--- src/rtl/wb_timeout_adapter_if.sv ---
// wb_if: Wishbone B4 bus bundle shared by the upstream and downstream
// ports of wb_timeout_adapter.
//   master modport : drives request signals, receives DAT_R/TGD_R/ACK/ERR
//   slave modport  : receives request signals, drives DAT_R/TGD_R/ACK/ERR
// Parameters: ADDR_WIDTH, DATA_WIDTH, TAG_WIDTH (TGA/TGD/TGC width).
interface wb_if #(
    parameter int unsigned ADDR_WIDTH = 32,
    parameter int unsigned DATA_WIDTH = 32,
    parameter int unsigned TAG_WIDTH  = 4
);
    logic [ADDR_WIDTH-1:0]   ADR;
    logic [TAG_WIDTH-1:0]    TGA;
    logic [2:0]              CTI;
    logic [1:0]              BTE;
    logic [DATA_WIDTH-1:0]   DAT_W;
    logic [TAG_WIDTH-1:0]    TGD_W;
    logic [TAG_WIDTH-1:0]    TGC;
    logic [DATA_WIDTH/8-1:0] SEL;
    logic                    WE;
    logic                    CYC;
    logic                    STB;
    logic [DATA_WIDTH-1:0]   DAT_R;
    logic [TAG_WIDTH-1:0]    TGD_R;
    logic                    ACK;
    logic                    ERR;

    modport master (
        output ADR, TGA, CTI, BTE, DAT_W, TGD_W, TGC, SEL, WE, CYC, STB,
        input  DAT_R, TGD_R, ACK, ERR
    );

    modport slave (
        input  ADR, TGA, CTI, BTE, DAT_W, TGD_W, TGC, SEL, WE, CYC, STB,
        output DAT_R, TGD_R, ACK, ERR
    );
endinterface

--- src/rtl/wb_timeout_adapter.sv ---
// wb_timeout_adapter: Wishbone bus watchdog. Forwards requests unchanged,
// counts how long each strobed access waits for ACK/ERR and, after TIMEOUT
// cycles, aborts the downstream cycle and returns a one-cycle ERR upstream.
// Ports:
//   clk, rstn   : bus clock, asynchronous active-low reset
//   i           : upstream port (wb_if.slave), driven by the master
//   out         : downstream port (wb_if.master), drives the next stage
//   timeout     : one-cycle pulse on every abort
// Optional feature (macro WB_TIMEOUT_ADAPTER_CAPTURE_EN):
//   timeout_cnt : saturating 16-bit abort count
//   timeout_adr : i.ADR captured on entry to ABORT
module wb_timeout_adapter #(
    parameter int unsigned WB_ADDR_WIDTH = 32,
    parameter int unsigned WB_DATA_WIDTH = 32,
    parameter int unsigned TIMEOUT       = 256
) (
    input  logic                     clk,
    input  logic                     rstn,
    wb_if.slave                      i,
    wb_if.master                     out,
    output logic                     timeout
`ifdef WB_TIMEOUT_ADAPTER_CAPTURE_EN
    ,
    output logic [15:0]              timeout_cnt,
    output logic [WB_ADDR_WIDTH-1:0] timeout_adr
`endif
);

    localparam int unsigned CW = $clog2(TIMEOUT + 1);
    localparam logic [CW-1:0] CNT_LAST = CW'(TIMEOUT - 1);

    typedef enum logic [1:0] {
        ST_IDLE,
        ST_WAIT,
        ST_ABORT,
        ST_HOLD
    } state_t;

    state_t          state_q, state_d;
    logic [CW-1:0]   cnt_q, cnt_d;
    logic            fwd;
    logic            resp;

    logic [WB_ADDR_WIDTH-1:0] adr_w;
    logic [WB_DATA_WIDTH-1:0] dat_r_w;

    // Request/data pass-through is purely combinational
    assign adr_w     = i.ADR;
    assign out.ADR   = adr_w;
    assign out.TGA   = i.TGA;
    assign out.CTI   = i.CTI;
    assign out.BTE   = i.BTE;
    assign out.DAT_W = i.DAT_W;
    assign out.TGD_W = i.TGD_W;
    assign out.TGC   = i.TGC;
    assign out.SEL   = i.SEL;
    assign out.WE    = i.WE;
    assign dat_r_w   = out.DAT_R;
    assign i.DAT_R   = dat_r_w;
    assign i.TGD_R   = out.TGD_R;

    // Handshake forwarding only in IDLE/WAIT, and never while in reset
    assign fwd     = rstn && (state_q == ST_IDLE || state_q == ST_WAIT);
    assign resp    = out.ACK | out.ERR;
    assign out.CYC = fwd & i.CYC;
    assign out.STB = fwd & i.STB;
    assign i.ACK   = fwd & out.ACK;
    assign i.ERR   = (fwd & out.ERR) | (rstn && state_q == ST_ABORT);
    assign timeout = rstn && state_q == ST_ABORT;

    always_comb begin
        state_d = state_q;
        cnt_d   = cnt_q;
        case (state_q)
            ST_IDLE: begin
                if (i.CYC && i.STB && !resp) begin
                    state_d = ST_WAIT;
                    cnt_d   = CW'(1);
                end
            end
            ST_WAIT: begin
                if (resp || !i.CYC || !i.STB) begin
                    // Response or master withdrew: next beat re-arms from IDLE
                    state_d = ST_IDLE;
                    cnt_d   = '0;
                end else if (cnt_q == CNT_LAST) begin
                    state_d = ST_ABORT;
                    cnt_d   = '0;
                end else begin
                    cnt_d = cnt_q + CW'(1);
                end
            end
            ST_ABORT: begin
                state_d = ST_HOLD;
            end
            ST_HOLD: begin
                if (!i.CYC) begin
                    state_d = ST_IDLE;
                end
            end
            default: begin
                state_d = ST_IDLE;
                cnt_d   = '0;
            end
        endcase
    end

    always_ff @(posedge clk or negedge rstn) begin
        if (!rstn) begin
            state_q <= ST_IDLE;
            cnt_q   <= '0;
        end else begin
            state_q <= state_d;
            cnt_q   <= cnt_d;
        end
    end

`ifdef WB_TIMEOUT_ADAPTER_CAPTURE_EN
    logic [15:0]              tcnt_q, tcnt_d;
    logic [WB_ADDR_WIDTH-1:0] tadr_q, tadr_d;

    always_comb begin
        tcnt_d = tcnt_q;
        tadr_d = tadr_q;
        if (state_q == ST_WAIT && state_d == ST_ABORT) begin
            tadr_d = adr_w;
            if (tcnt_q != 16'hFFFF) begin
                tcnt_d = tcnt_q + 16'd1;
            end
        end
    end

    always_ff @(posedge clk or negedge rstn) begin
        if (!rstn) begin
            tcnt_q <= '0;
            tadr_q <= '0;
        end else begin
            tcnt_q <= tcnt_d;
            tadr_q <= tadr_d;
        end
    end

    assign timeout_cnt = tcnt_q;
    assign timeout_adr = tadr_q;
`endif

endmodule

--- src/flat_wrapper.sv ---
// flat-port wrapper written by rule: the top's interface ports become plain ports
module wb_timeout_adapter_flat 
#(
    parameter int unsigned WB_ADDR_WIDTH = 32,
    parameter int unsigned WB_DATA_WIDTH = 32,
    parameter int unsigned TIMEOUT       = 256
)
  (clk, rstn, timeout, i_ADR, i_TGA, i_CTI, i_BTE, i_DAT_W, i_TGD_W, i_TGC, i_SEL, i_WE, i_CYC, i_STB, i_DAT_R, i_TGD_R, i_ACK, i_ERR, out_ADR, out_TGA, out_CTI, out_BTE, out_DAT_W, out_TGD_W, out_TGC, out_SEL, out_WE, out_CYC, out_STB, out_DAT_R, out_TGD_R, out_ACK, out_ERR);
  wb_if #(.ADDR_WIDTH(32), .DATA_WIDTH(32)) i_i ();
  wb_if #(.ADDR_WIDTH(32), .DATA_WIDTH(32)) out_i ();
  input  logic clk;
  input  logic rstn;
  output logic timeout;
  input wire logic [$bits(i_i.ADR)-1:0] i_ADR;
  input wire logic [$bits(i_i.TGA)-1:0] i_TGA;
  input wire logic [$bits(i_i.CTI)-1:0] i_CTI;
  input wire logic [$bits(i_i.BTE)-1:0] i_BTE;
  input wire logic [$bits(i_i.DAT_W)-1:0] i_DAT_W;
  input wire logic [$bits(i_i.TGD_W)-1:0] i_TGD_W;
  input wire logic [$bits(i_i.TGC)-1:0] i_TGC;
  input wire logic [$bits(i_i.SEL)-1:0] i_SEL;
  input wire logic [$bits(i_i.WE)-1:0] i_WE;
  input wire logic [$bits(i_i.CYC)-1:0] i_CYC;
  input wire logic [$bits(i_i.STB)-1:0] i_STB;
  output wire logic [$bits(i_i.DAT_R)-1:0] i_DAT_R;
  output wire logic [$bits(i_i.TGD_R)-1:0] i_TGD_R;
  output wire logic [$bits(i_i.ACK)-1:0] i_ACK;
  output wire logic [$bits(i_i.ERR)-1:0] i_ERR;
  output wire logic [$bits(out_i.ADR)-1:0] out_ADR;
  output wire logic [$bits(out_i.TGA)-1:0] out_TGA;
  output wire logic [$bits(out_i.CTI)-1:0] out_CTI;
  output wire logic [$bits(out_i.BTE)-1:0] out_BTE;
  output wire logic [$bits(out_i.DAT_W)-1:0] out_DAT_W;
  output wire logic [$bits(out_i.TGD_W)-1:0] out_TGD_W;
  output wire logic [$bits(out_i.TGC)-1:0] out_TGC;
  output wire logic [$bits(out_i.SEL)-1:0] out_SEL;
  output wire logic [$bits(out_i.WE)-1:0] out_WE;
  output wire logic [$bits(out_i.CYC)-1:0] out_CYC;
  output wire logic [$bits(out_i.STB)-1:0] out_STB;
  input wire logic [$bits(out_i.DAT_R)-1:0] out_DAT_R;
  input wire logic [$bits(out_i.TGD_R)-1:0] out_TGD_R;
  input wire logic [$bits(out_i.ACK)-1:0] out_ACK;
  input wire logic [$bits(out_i.ERR)-1:0] out_ERR;
  assign i_i.ADR = i_ADR;
  assign i_i.TGA = i_TGA;
  assign i_i.CTI = i_CTI;
  assign i_i.BTE = i_BTE;
  assign i_i.DAT_W = i_DAT_W;
  assign i_i.TGD_W = i_TGD_W;
  assign i_i.TGC = i_TGC;
  assign i_i.SEL = i_SEL;
  assign i_i.WE = i_WE;
  assign i_i.CYC = i_CYC;
  assign i_i.STB = i_STB;
  assign i_DAT_R = i_i.DAT_R;
  assign i_TGD_R = i_i.TGD_R;
  assign i_ACK = i_i.ACK;
  assign i_ERR = i_i.ERR;
  assign out_ADR = out_i.ADR;
  assign out_TGA = out_i.TGA;
  assign out_CTI = out_i.CTI;
  assign out_BTE = out_i.BTE;
  assign out_DAT_W = out_i.DAT_W;
  assign out_TGD_W = out_i.TGD_W;
  assign out_TGC = out_i.TGC;
  assign out_SEL = out_i.SEL;
  assign out_WE = out_i.WE;
  assign out_CYC = out_i.CYC;
  assign out_STB = out_i.STB;
  assign out_i.DAT_R = out_DAT_R;
  assign out_i.TGD_R = out_TGD_R;
  assign out_i.ACK = out_ACK;
  assign out_i.ERR = out_ERR;
  wb_timeout_adapter #(.WB_ADDR_WIDTH(WB_ADDR_WIDTH), .WB_DATA_WIDTH(WB_DATA_WIDTH), .TIMEOUT(TIMEOUT)) u_core (.clk(clk), .rstn(rstn), .i(i_i), .out(out_i), .timeout(timeout));
endmodule
--- config.mk ---
export PLATFORM = sky130hd
export DESIGN_NAME = wb_timeout_adapter_flat
export DESIGN_NICKNAME = d
export VERILOG_FILES = /design/src/rtl/wb_timeout_adapter_if.sv /design/src/rtl/wb_timeout_adapter.sv /design/src/flat_wrapper.sv
export SDC_FILE = /design/constraint.sdc
export NUM_CORES = 1
export LEC_CHECK = 0
export ABC_AREA = 1
export CAP_MARGIN = 40
export CORE_AREA = 4 4 96 98
export DETAILED_ROUTE_END_ITERATION = 10
export DIE_AREA = 0 0 100 102
export GPL_ROUTABILITY_DRIVEN = 0
export GPL_TIMING_DRIVEN = 0
export PLACE_DENSITY_LB_ADDON = 0.3
export SLEW_MARGIN = 5
export SYNTH_ARGS = -nofsm -noshare
export SYNTH_HDL_FRONTEND = slang
export SYNTH_SLANG_ARGS = --single-unit
--- constraint.sdc ---
create_clock -name clk -period 1.6 [get_ports clk]
set_input_delay 0.24 -clock clk [delete_from_list [all_inputs] [get_ports clk]]
set_output_delay 0.24 -clock clk [all_outputs]
set_load 0.01 [all_outputs]
### Word-level counts from Yosys, hierarchy flattened

Cells that the tools add are included.

| word-level totals | value |
|---|---|
| word-level logic and storage cells | 39 |
| latch bits | 0 |
| bits in registers | 11 |
| bits of input ports | 128 |
| memories | 0 |
| memory bits (read-only) | 0 |
| bits in writable memories | 0 |

| cells by class | value |
|---|---|
| equal/unequal tests | 7 |
| divide/modulo/power cells | 0 |
| $mul | 0 |
| reduce and logical (&&, ||, !) cells | 14 |
| multiplexer cells | 9 |
| magnitude comparators | 0 |
| add/sub/neg operators | 1 |
| shifts and indexed selects | 0 |
| bitwise gates (word level) | 6 |

Operators by type and width:

| cell | count |
|---|---|
| $mux 9 | 3 |
| $pmux 9 s2 | 1 |
| $add 9x1->9 const B | 1 |
| $eq 9x8->1 const B | 1 |
| $mux 2 | 4 |
| $pmux 2 s4 | 1 |
| $and 1x1->1 | 4 |
| $eq 2x2->1 const B | 2 |
| $logic_and 1x1->1 | 4 |
| $ne 2x2->1 const B | 2 |
| $logic_not 1->1 | 3 |
| $logic_or 1x1->1 | 3 |
| $ne 3x3->1 const B | 1 |
| $reduce_and 3->1 | 1 |
| $eq 2x1->1 const B | 1 |
| $logic_not 2->1 | 1 |
| $or 1x1->1 | 2 |
| $reduce_and 2->1 | 1 |
| $reduce_bool 2->1 | 1 |

### Longest topological paths before layout

| depth | value |
|---|---|
| word-level depth | 5 |
| depth in mapped cells | 9 |
| depth with buffers taken out | 8 |

### Worst setup path before layout

OpenSTA, ideal clock, no wires.

| path | value |
|---|---|
| path type | register to register |
| start point | reg u_core.cnt_q[0] |
| end point | reg u_core.cnt_q[5] |
| setup time | 0.114 ns |
| cell stages (with the launch flop) | 9 |
| data arrival time | 1.112 ns |
| required time | 1.486 ns |
| setup slack | 0.374 ns |
| path through | dfrtp_1 -> ha_1 -> inv_1 -> nor2_4 -> nand4_2 -> nand2_1 -> nand2_1 -> inv_2 -> nor2_1 |

| between the ends | value |
|---|---|
| cells in the longest elaborated chain, start to end | 4 |
| elaborated cells on any way between the ends | 5 |
| classes of those cells | add/sub (1); eq/ne (1); mux (3) |

RTL lines:

| what | line | text |
|---|---|---|
| start: declaration | wb_timeout_adapter.sv:40 | `logic [CW-1:0] cnt_q, cnt_d;` |
| start signal: assignment | wb_timeout_adapter.sv:114 | `cnt_q <= cnt_d;` |
| $add 9x1->9 / $eq 9x8->1 (equally long branches) | wb_timeout_adapter.sv:90, wb_timeout_adapter.sv:86 |  |
| $mux 9 * | wb_timeout_adapter.sv:86 | `end else if (cnt_q == CNT_LAST) begin` |
| $mux 9 * | wb_timeout_adapter.sv:82 | `if (resp \|\| !i.CYC \|\| !i.STB) begin` |
| $pmux 9 s2 * | wb_timeout_adapter.sv:74 | `case (state_q)` |

Mark *: on every way between the ends. The rest lies on a longest branch, timed or not.
A chain may end at the register's enable or synchronous reset.

==> impl_metrics.yaml <==
setup_path:
  startpoint_type: "flop"
  cp-end-kind: "output port"
  path_cells: "inv_2 -> nand2_1 -> nor2_1 -> dlygate4sd2_1"
  cp_num_buf_inv: 2
  rr_worst_depth: 8
  cp_slowest_stage_delay_ns: 0.40
  critPathKind: "flop to output port"
  cpLargestDelayFamily: "flip-flops"
  critPathArrivalTime_ns: 1.23
  cp_slowest_cell: "dfrtp_1"
  worst-path-stages: 4
  cp.required_ns: 1.36
  reg2reg_from: "u_core.cnt_q[1]"
  crit_path_max_fanout: 6
layout:
  seq_area_um2: 275
  antenna_cells: 0
  nFillCells: 911
  final_layout_size_suffix_gt1_frac: 0.363
  area.growth.synth_to_final_pct: 89.9
  stdcell_area_um2: 3160
  nNetsFinal: 502
  multi_input_area_um2: 374
  fin_cells: 480
placed_design:
  io_buffers: 132
  placed_area_um2: 3120
  dp_cells: 476
  dpl.hpwl_um: 4590
  preCtsSetupSlack_ns: -0.721
cts:
  path_clk_slew_ns: 0.05
  cts_hold_buffers: 0
  clock_path_buffers: 2
  numCtsBuffers: 3
  cts_resized: 10
  cts.sinks: 11
  clk-insertion-delay-late_ns: 0.25
  cts_max_level: 1
  cts_root_buf: "clkbuf_8"
  cts_setup_buffers: 0
  tritoncts: "yes"
global_routing:
  track_usage: 0.0852
  antenna_found_initial: 0
  overflow: 0
  grt_pass1_vias: 1701
  grt_max_degree: 15
  grt_pass1_wl_um: 7200
detailed_routing:
  detail-route-antenna-nets: 0
  drtIter0Drc: 16
  drt-wirelength-per-cell_um: 10.5
  viasPerCell: 3.68
  drc: 0
  routed_wl_um: 5020
  drtPass1Iterations: 4
  vias: 1764
run:
  drv_cap: 0
logic_synthesis:
  synthTopCellsByCount: "buf_4, nand2_1, inv_1"
  synth.top_cell.area_share: 0.551
  yosysWarningCount: 0
  mappedNetlistNets: 365
  async_flop_share: 1.00
  synthFlopType: "dfrtp_1"
  synth-edff-count: 0
  syn_avg_cell_area_um2: 7.05
  synth-seq-cells: 11
  synth_area_leaders: "buf_4, dfrtp_1, nand2_1, inv_1, nand3_1"
  synth_area_um2: 1660
  yosys.cell_count.top_type: "buf_4"
  yosysSeqAreaShare: 0.166
  synth_area_leader_cell: "buf_4"
  synth_cell_types: 19
  synthCells: 236
floorplan:
  die_x_um: 100
  start_util: 0.196
  num_rows: 34
  design.portCount: 255
  die_h_um: 102
  die_area_um2: 10200
  core_area_um2: 8470
timing:
  fin_tns_setup_ns: 0
  setup-violations-final: 0
  fin_ws_ns: 0.126
  slew_headroom: 0.738
  fmax_ghz: 0.679
  fin_crit_sh: 0.921
  finalHoldViolCount: 11
  slew_violations: 0
  fin_hold_ws_ns: -0.0110
  period_minus_slack_ns: 1.47
  tightest_slew_ns: 0.391
  finalClockSkew_ns: 0.00516
  rsz0062_at_grt: "no"
pwr:
  peakVddDrop_mv: 0.251
  leakage_nw: 1.56
  powerDensity_nw_per_um2: 473
outcome:
  violations: "hold timing"
  outcome: "finished, violations left"
hold_path:
  min_path_type: "input pin to asynchronous set/reset pin"
[kinds of logic after synthesis]
logic type               after synthesis  synth area share
AO/OA/AOI/OAI                          7            0.0226
adder cells (fa/ha/maj)                1           0.00752
buffers and inverters                146             0.609
AND/OR/NAND/NOR                       71             0.195
flip-flops                            11             0.166
[metrics by stage]
step	power [mW]	util
5_1_grt	1.60	0.373
4_1_cts	1.52	0.373
3_5_place_dp	1.22	0.368
2_1_floorplan	0.822	-
6_report	1.49	0.373
3_3_place_gp	1.22	0.368
[power breakdown]
part / switching [mW] / internal (mW)
Clock: 0.113 / 0.176
Sequential: 0.0244 / 0.305
Combinational: 0.342 / 0.533
Total: 0.479 / 1.01
[worst paths after layout]
| check | slack, ns | to |
|---|---|---|
| hold / removal | -0.01 | u_core.cnt_q[2] |
| setup reg to reg | 0.16 | u_core.cnt_q[3] |
| max in group asynchronous | 1.35 | u_core.cnt_q[8] |
| hold reg to reg | 0.52 | u_core.cnt_q[8] |
| min in group clk | 0.52 | u_core.cnt_q[8] |
| setup / recovery | 0.13 | out_CYC |
[layer usage]
metal / wire length, um / vias up / global-route usage
met5: 0 / - / 0
met1: 1570 / 745 / 0.0885
met4: 78 / 0 / 0.0342
li1: - / 872 / -
met3: 844 / 5 / 0.0375
met2: 2530 / 142 / 0.151
[cells in the final DEF, fill, tap and decap left out, drive strengths merged]
master         instances
o21ai                  3
ha                     1
inv                   23
dlygate4sd2            5
a21oi                  3
nor3                   3
nand2                 40
clkbuf                 4
nand3                 10
dfrtp                 11
o21bai                 1
nor2                  12
buf                  123
clkdlybuf4s50        126
nand4                  6
clkdlybuf4s18          1
[layout make-up]
type / instances / area share
Multi-Input combinational cell: 79 / 0.118
Timing Repair Buffer: 132 / 0.416
Sequential cell: 11 / 0.0872
Buffer: 123 / 0.294
Inverter: 23 / 0.0273
Tap cell: 108 / 0.0428
Clock buffer: 4 / 0.0143
[registers in the layout (all words and copies together), names as in the netlist, named ones only]
register        flops
u_core.cnt_q        9
u_core.state_q      1
No activity file was read; power rests on OpenSTA's default activity.
